### config.mk
export PLATFORM = sky130hd
export DESIGN_NAME = cache_port_arbiter_flat
export DESIGN_NICKNAME = d
export VERILOG_FILES = /design/src/rtl/mem_arb_pkg.sv /design/src/rtl/cache_port_arbiter_if.sv /design/src/rtl/rr_priority_picker.sv /design/src/rtl/cache_port_arbiter.sv /design/src/flat_wrapper.sv
export SDC_FILE = /design/constraint.sdc
export NUM_CORES = 1
export LEC_CHECK = 0
export ABC_AREA = 1
export ABC_CLOCK_PERIOD_IN_PS = 2000
export CAP_MARGIN = 20
export CORE_UTILIZATION = 31
export DETAILED_ROUTE_END_ITERATION = 10
export PLACE_DENSITY = 0.84
export SLEW_MARGIN = 10
export SYNTH_ARGS = -nofsm -noshare
export SYNTH_HDL_FRONTEND = slang
export SYNTH_SLANG_ARGS = --single-unit
### constraint.sdc
create_clock -name clk -period 2 [get_ports clk]
set_clock_uncertainty 0.05 [all_clocks]
set_input_delay 0.4 -clock clk [delete_from_list [all_inputs] [get_ports clk]]
set_output_delay 0.4 -clock clk [all_outputs]
set_load 0.005 [all_outputs]
### src/rtl/mem_arb_pkg.sv
// Shared types and default widths for the cache port arbiter.
package mem_arb_pkg;
    typedef enum logic {S_IDLE, S_GRANT} arb_state_t;

    localparam int N_REQ_DEF      = 4;
    localparam int ADDR_WIDTH_DEF = 16;
    localparam int DWIDTH_DEF     = 16;
endpackage

### src/rtl/cache_port_arbiter_if.sv
// Requester and cache-side signal bundle; slave is the arbiter's view.
interface cache_port_arbiter_if
    import mem_arb_pkg::*;
#(
    parameter int N_REQ      = N_REQ_DEF,
    parameter int ADDR_WIDTH = ADDR_WIDTH_DEF,
    parameter int DWIDTH     = DWIDTH_DEF
);
    logic [N_REQ-1:0]            req_valid;
    logic [N_REQ*ADDR_WIDTH-1:0] req_addr;
    logic [N_REQ-1:0]            req_ready;
    logic [N_REQ-1:0]            resp_valid;
    logic [DWIDTH-1:0]           resp_data;
    logic                        mem_addr_valid;
    logic [ADDR_WIDTH-1:0]       mem_addr;
    logic                        mem_addr_ready;
    logic [DWIDTH-1:0]           mem_data;

    modport slave (
        input  req_valid, req_addr, mem_addr_ready, mem_data,
        output req_ready, resp_valid, resp_data, mem_addr_valid, mem_addr
    );

    modport master (
        output req_valid, req_addr, mem_addr_ready, mem_data,
        input  req_ready, resp_valid, resp_data, mem_addr_valid, mem_addr
    );
endinterface

### src/rtl/rr_priority_picker.sv
// Combinational round-robin picker: first set bit of req at or after ptr, wrapping mod N_REQ.
module rr_priority_picker #(
    parameter int N_REQ = 4,
    parameter int IW    = $clog2(N_REQ)
) (
    input  logic [N_REQ-1:0] req,
    input  logic [IW-1:0]    ptr,
    output logic [IW-1:0]    idx,
    output logic             any
);
    int j;

    // Scan from the farthest offset down so the nearest match wins last.
    always_comb begin
        idx = '0;
        any = 1'b0;
        j   = 0;
        for (int i = N_REQ - 1; i >= 0; i--) begin
            j = int'(ptr) + i;
            if (j >= N_REQ) j = j - N_REQ;
            if (req[j[IW-1:0]]) begin
                idx = IW'(j);
                any = 1'b1;
            end
        end
    end
endmodule

### src/rtl/cache_port_arbiter.sv
// Round-robin arbiter sharing one cache port among N_REQ requesters, one response slot.
module cache_port_arbiter
    import mem_arb_pkg::*;
#(
    parameter int N_REQ      = N_REQ_DEF,
    parameter int ADDR_WIDTH = ADDR_WIDTH_DEF,
    parameter int DWIDTH     = DWIDTH_DEF
) (
    input logic clk,
    input logic rst,
    cache_port_arbiter_if.slave bus
);
    localparam int IW = $clog2(N_REQ);
    typedef logic [IW-1:0] idx_t;

    arb_state_t state, state_nx;
    idx_t rr_ptr, rr_nx, grant_id, grant_nx, resp_id, rid_nx, pick, grant_inc;
    logic resp_pend, pend_nx, any, gvalid;
    logic [N_REQ-1:0]      ready_c;
    logic                  mav_c;
    logic [ADDR_WIDTH-1:0] maddr_c;

    rr_priority_picker #(.N_REQ(N_REQ), .IW(IW)) u_pick (
        .req (bus.req_valid),
        .ptr (rr_ptr),
        .idx (pick),
        .any (any)
    );

    assign gvalid    = bus.req_valid[grant_id];
    assign grant_inc = (grant_id == idx_t'(N_REQ - 1)) ? '0 : grant_id + 1'b1;

    always_ff @(posedge clk) begin
        if (rst) begin
            state     <= S_IDLE;
            rr_ptr    <= '0;
            grant_id  <= '0;
            resp_pend <= 1'b0;
            resp_id   <= '0;
        end else begin
            state     <= state_nx;
            rr_ptr    <= rr_nx;
            grant_id  <= grant_nx;
            resp_pend <= pend_nx;
            resp_id   <= rid_nx;
        end
    end

    always_comb begin
        state_nx = state;
        rr_nx    = rr_ptr;
        grant_nx = grant_id;
        pend_nx  = 1'b0;
        rid_nx   = resp_id;
        ready_c  = '0;
        mav_c    = 1'b0;
        maddr_c  = '0;
        case (state)
            S_IDLE: begin
                if (any) begin
                    grant_nx = pick;
                    state_nx = S_GRANT;
                end
            end
            S_GRANT: begin
                mav_c             = gvalid;
                maddr_c           = bus.req_addr[int'(grant_id)*ADDR_WIDTH +: ADDR_WIDTH];
                ready_c[grant_id] = bus.mem_addr_ready && gvalid;
                if (gvalid && bus.mem_addr_ready) begin
                    rr_nx    = grant_inc;
                    pend_nx  = 1'b1;
                    rid_nx   = grant_id;
                    state_nx = S_IDLE;
                end else if (!gvalid) begin
                    // Requester withdrew: abandon the grant, keep fairness pointer.
                    state_nx = S_IDLE;
                end
            end
            default: state_nx = S_IDLE;
        endcase
    end

    // Outputs are forced low while rst is high, which also drops a pending response.
    always_comb begin
        bus.req_ready      = '0;
        bus.mem_addr_valid = 1'b0;
        bus.mem_addr       = '0;
        bus.resp_valid     = '0;
        bus.resp_data      = '0;
        if (!rst) begin
            bus.req_ready      = ready_c;
            bus.mem_addr_valid = mav_c;
            bus.mem_addr       = maddr_c;
            if (resp_pend) begin
                bus.resp_valid[resp_id] = 1'b1;
                bus.resp_data           = bus.mem_data;
            end
        end
    end
endmodule

### src/flat_wrapper.sv
// flat-port wrapper written by rule: the top's interface ports become plain ports
module cache_port_arbiter_flat import mem_arb_pkg::*;
#(
    parameter int N_REQ      = N_REQ_DEF,
    parameter int ADDR_WIDTH = ADDR_WIDTH_DEF,
    parameter int DWIDTH     = DWIDTH_DEF
)
  (clk, rst, bus_req_valid, bus_req_addr, bus_mem_addr_ready, bus_mem_data, bus_req_ready, bus_resp_valid, bus_resp_data, bus_mem_addr_valid, bus_mem_addr);
  cache_port_arbiter_if #(.N_REQ(N_REQ), .ADDR_WIDTH(ADDR_WIDTH), .DWIDTH(DWIDTH)) bus_i ();
  input logic clk;
  input logic rst;
  input wire logic [$bits(bus_i.req_valid)-1:0] bus_req_valid;
  input wire logic [$bits(bus_i.req_addr)-1:0] bus_req_addr;
  input wire logic [$bits(bus_i.mem_addr_ready)-1:0] bus_mem_addr_ready;
  input wire logic [$bits(bus_i.mem_data)-1:0] bus_mem_data;
  output wire logic [$bits(bus_i.req_ready)-1:0] bus_req_ready;
  output wire logic [$bits(bus_i.resp_valid)-1:0] bus_resp_valid;
  output wire logic [$bits(bus_i.resp_data)-1:0] bus_resp_data;
  output wire logic [$bits(bus_i.mem_addr_valid)-1:0] bus_mem_addr_valid;
  output wire logic [$bits(bus_i.mem_addr)-1:0] bus_mem_addr;
  assign bus_i.req_valid = bus_req_valid;
  assign bus_i.req_addr = bus_req_addr;
  assign bus_i.mem_addr_ready = bus_mem_addr_ready;
  assign bus_i.mem_data = bus_mem_data;
  assign bus_req_ready = bus_i.req_ready;
  assign bus_resp_valid = bus_i.resp_valid;
  assign bus_resp_data = bus_i.resp_data;
  assign bus_mem_addr_valid = bus_i.mem_addr_valid;
  assign bus_mem_addr = bus_i.mem_addr;
  cache_port_arbiter #(.N_REQ(N_REQ), .ADDR_WIDTH(ADDR_WIDTH), .DWIDTH(DWIDTH)) u_core (.clk(clk), .rst(rst), .bus(bus_i));
endmodule
==> flow_metrics.env <==
export IMPL_slew_headroom=0.7065
export IMPL_coreArea_um2=4144
export IMPL_outcome="finished with violations"
export IMPL_comb_power_share=0.681
export IMPL_synth_area_leaders="nor2_1, o21ai_0, dfxtp_1, nand2_1, a21oi_1"
export IMPL_syn_inst=270
export IMPL_drive_gt1_frac=0.1559
export IMPL_r2r_end="u_core.grant_id[1]"
export IMPL_maxCapViolations=0
export IMPL_diodes=0
export IMPL_grt_antenna_before_repair=0
export IMPL_synth_nets=361
export IMPL_clkTransAtPathRegs_ns=0.04
export IMPL_insertion_delay_ns=0.23
export IMPL_grt_max_degree=22
export IMPL_numPortBuffers=127
export IMPL_synth_xor_xnor_area_share=0
export IMPL_routed_via_density=4.700
export IMPL_final_nets=497
export IMPL_clockBufferDepth=2
export IMPL_place_worst_setup_slack_ns=-0.5463
export IMPL_min_period_ns=2.022
export IMPL_grt_util_all_layers=0.2433
export IMPL_ir_drop_uv=233.3
export IMPL_min_to="u_core.resp_id[0]"
export IMPL_crit_required_ns=1.55
export IMPL_power_net_switching_uw=553.9
export IMPL_stdcell_area_um2=2861
export IMPL_worstMarginPinSlew_ns=0.4396
export IMPL_p_clk_frac=0.148
export IMPL_synth_warnings=0
export IMPL_post_route_drc_count=0
export IMPL_min_delay_path_depth=2
export IMPL_power_uw=1320
export IMPL_firstDrtPassIters=6
export IMPL_r2r_slack_ns=0.42
export IMPL_wirelength_mm=5.789
export IMPL_drt_first_iter_violations=89
export IMPL_r2r_cells=9
export IMPL_synth_ff_type="dfxtp_1"
export IMPL_synth_top_family_by_area="simple AND/OR/NAND/NOR gates"
export IMPL_area_delta_synth_final_pct=107.5
export IMPL_intPower_uw=765.8
export IMPL_grt_pass1_vias=1942
export IMPL_boundaryPins=128
export IMPL_violations="negative setup slack"
export IMPL_endpoint_kind="output port"
export IMPL_synth_top_cells_by_count="nor2_1, nand2_1, o21ai_0, a21oi_1, nand2_2"
export IMPL_cp_start_kind="input port"
export IMPL_die_y_um=68.69
export IMPL_finalMaxSlewViolations=0
export IMPL_num_vias=2134
export IMPL_fp_dieW_um=68.69
export IMPL_syn_cell_area_um2=1379
export IMPL_setup_viol=1
export IMPL_final_hold_viol_count=0
export IMPL_gp_congestion=0.8544
export IMPL_grt_first_pass_wirelength_mm=8.625
export IMPL_hold_start="u_core.resp_id[0]"
export IMPL_r2r_start="u_core.rr_ptr[0]"
export IMPL_synth_compound_area_share=0.2505
export IMPL_cts_tree="done"
export IMPL_crit_fanout=1
export IMPL_setup_tns_ns=-0.02163
export IMPL_yosys_area_share_simple=0.4809
export IMPL_syn_avg_cell_area_um2=5.107
export IMPL_cts_root_buf="clkbuf_8"
export IMPL_timing_final_ws_setup_ns=-0.02163
export IMPL_p_sw_frac=0.4197
export IMPL_hold_class="register to register"
export IMPL_start_util=0.3327
export IMPL_p_per_area_nw_per_um2=461.2
export IMPL_row_count=23
export IMPL_period_share=1.011
export IMPL_grt_overflow=0
export IMPL_h_tree_depth=1
export IMPL_synth_fa_ha_area_frac=0.03630
export IMPL_crit_type="input port to output port"
export IMPL_critical_path_arrival_ns=1.57
export IMPL_ys_seq_elements=8
export IMPL_synth_cell_types=26
export IMPL_synth_edf_count=0
export IMPL_place_hpwl_mm=4.461
export IMPL_seq_power_share=0.172
export IMPL_place_area_um2=2776
export IMPL_p_leak_uw=0.001394
export IMPL_synth_top_cell_area_share=0.2423
export IMPL_ant_nets=0
export IMPL_yosys_area_top_type="nor2_1"
export IMPL_clock_sinks=8
export IMPL_wire_per_inst_um=12.75
export IMPL_synth_most_common_cell="nor2_1"
export IMPL_cts_buffers=3
export IMPL_fmax_ghz=0.4947
export IMPL_yosys_mux_area_fraction=0
export IMPL_yosysSeqAreaShare=0.1162
export IMPL_rsz0062_at_grt="true"
export IMPL_synth_async_sr_flop_share=0
export IMPL_dieArea_um2=4718
-- per-layer routing --
metal,wire length [um],track usage
met1,2298,0.2789
met2,3119,0.4498
met3,256,0.04770
met4,115,0.07398
met5,0,0
-- logic make-up after synthesis --
kind of cell,count (synthesis)
AO/OA/AOI/OAI,67
adder cells (fa/ha/maj),4
buffers and inverters,36
flip-flops,8
AND/OR/NAND/NOR,155
-- timing repair --
item / CTS / global route
endpoints found under the setup margin: 41 / 32
hold buffers: 0 / 0
pin swaps: 4 / 6
buffers inserted: 2 / 0
resized for setup: 51 / 36
gates cloned: 1 / 0
-- worst max-delay path by stage --
stage,from,end,slack [ns],cells after the start
after floorplan,u_core.grant_id[1],bus_mem_addr[10],0.42,6
after global placement,bus_req_valid[1],bus_req_ready[0],-0.54,10
after detailed placement,bus_req_valid[1],bus_req_ready[0],-0.55,10
after CTS,bus_mem_data[12],bus_resp_data[12],0.03,4
after global routing,bus_mem_data[14],bus_resp_data[14],-0.06,4
final,bus_mem_data[14],bus_resp_data[14],-0.02,4
-- per-stage QoR --
| stage | hold WS, ns | util | cells |
|---|---|---|---|
| 2_1_floorplan | 0.4278 | - | 270 |
| 3_3_place_gp | 0.4566 | 0.6700 | 448 |
| 3_5_place_dp | 0.4669 | 0.6700 | 448 |
| 4_1_cts | 0.4743 | 0.6787 | 454 |
| 5_1_grt | 0.5114 | 0.6905 | 454 |
| 6_report | 0.4824 | 0.6905 | 454 |
-- sequential cells by signal, indices dropped and copies added, names as in the netlist --
signal,flops
u_core.grant_id,2
u_core.resp_id,2
u_core.rr_ptr,2
u_core.resp_pend,1
u_core.state,1
-- power by group through the flow --
stage | registers (uW) | clock network (uW) | logic [uW]
2_1_floorplan | 202 | 0 | 487
3_3_place_gp | 220 | 0 | 861
3_5_place_dp | 221 | 0 | 877
4_1_cts | 221 | 198 | 870
5_1_grt | 232 | 212 | 1000
6_report | 227 | 195 | 898
-- cell usage in the layout, fill, tap and decap left out, drive strengths merged --
cell,instances
ha,4
o22ai,1
clkdlybuf4s50,90
o211ai,1
and2,1
clkbuf,4
nor2,90
dfxtp,8
nand3,5
clkinv,1
dlymetal6s2s,7
inv,19
a211oi,1
a21oi,24
nand2,55
o21ai,40
buf,23
nor3,4
clkdlybuf4s15,3
dlygate4sd2,23
-- critical path, stage by stage --
cell and delay [ns]:
clkdlybuf4s50_1 0.46, nand2_1 0.05, nor2_1 0.12, clkdlybuf4s50_1 0.54
-- cell type report --
cell class / instances / area [um^2]
Clock buffer: 3 / 41.29
Fill cell: 390 / 1282
Inverter: 20 / 86.33
Multi-Input combinational cell: 226 / 1071
Sequential cell: 8 / 168.9
Tap cell: 50 / 62.56
Timing Repair Buffer: 147 / 1431
No activity file was read; power rests on OpenSTA's default activity.
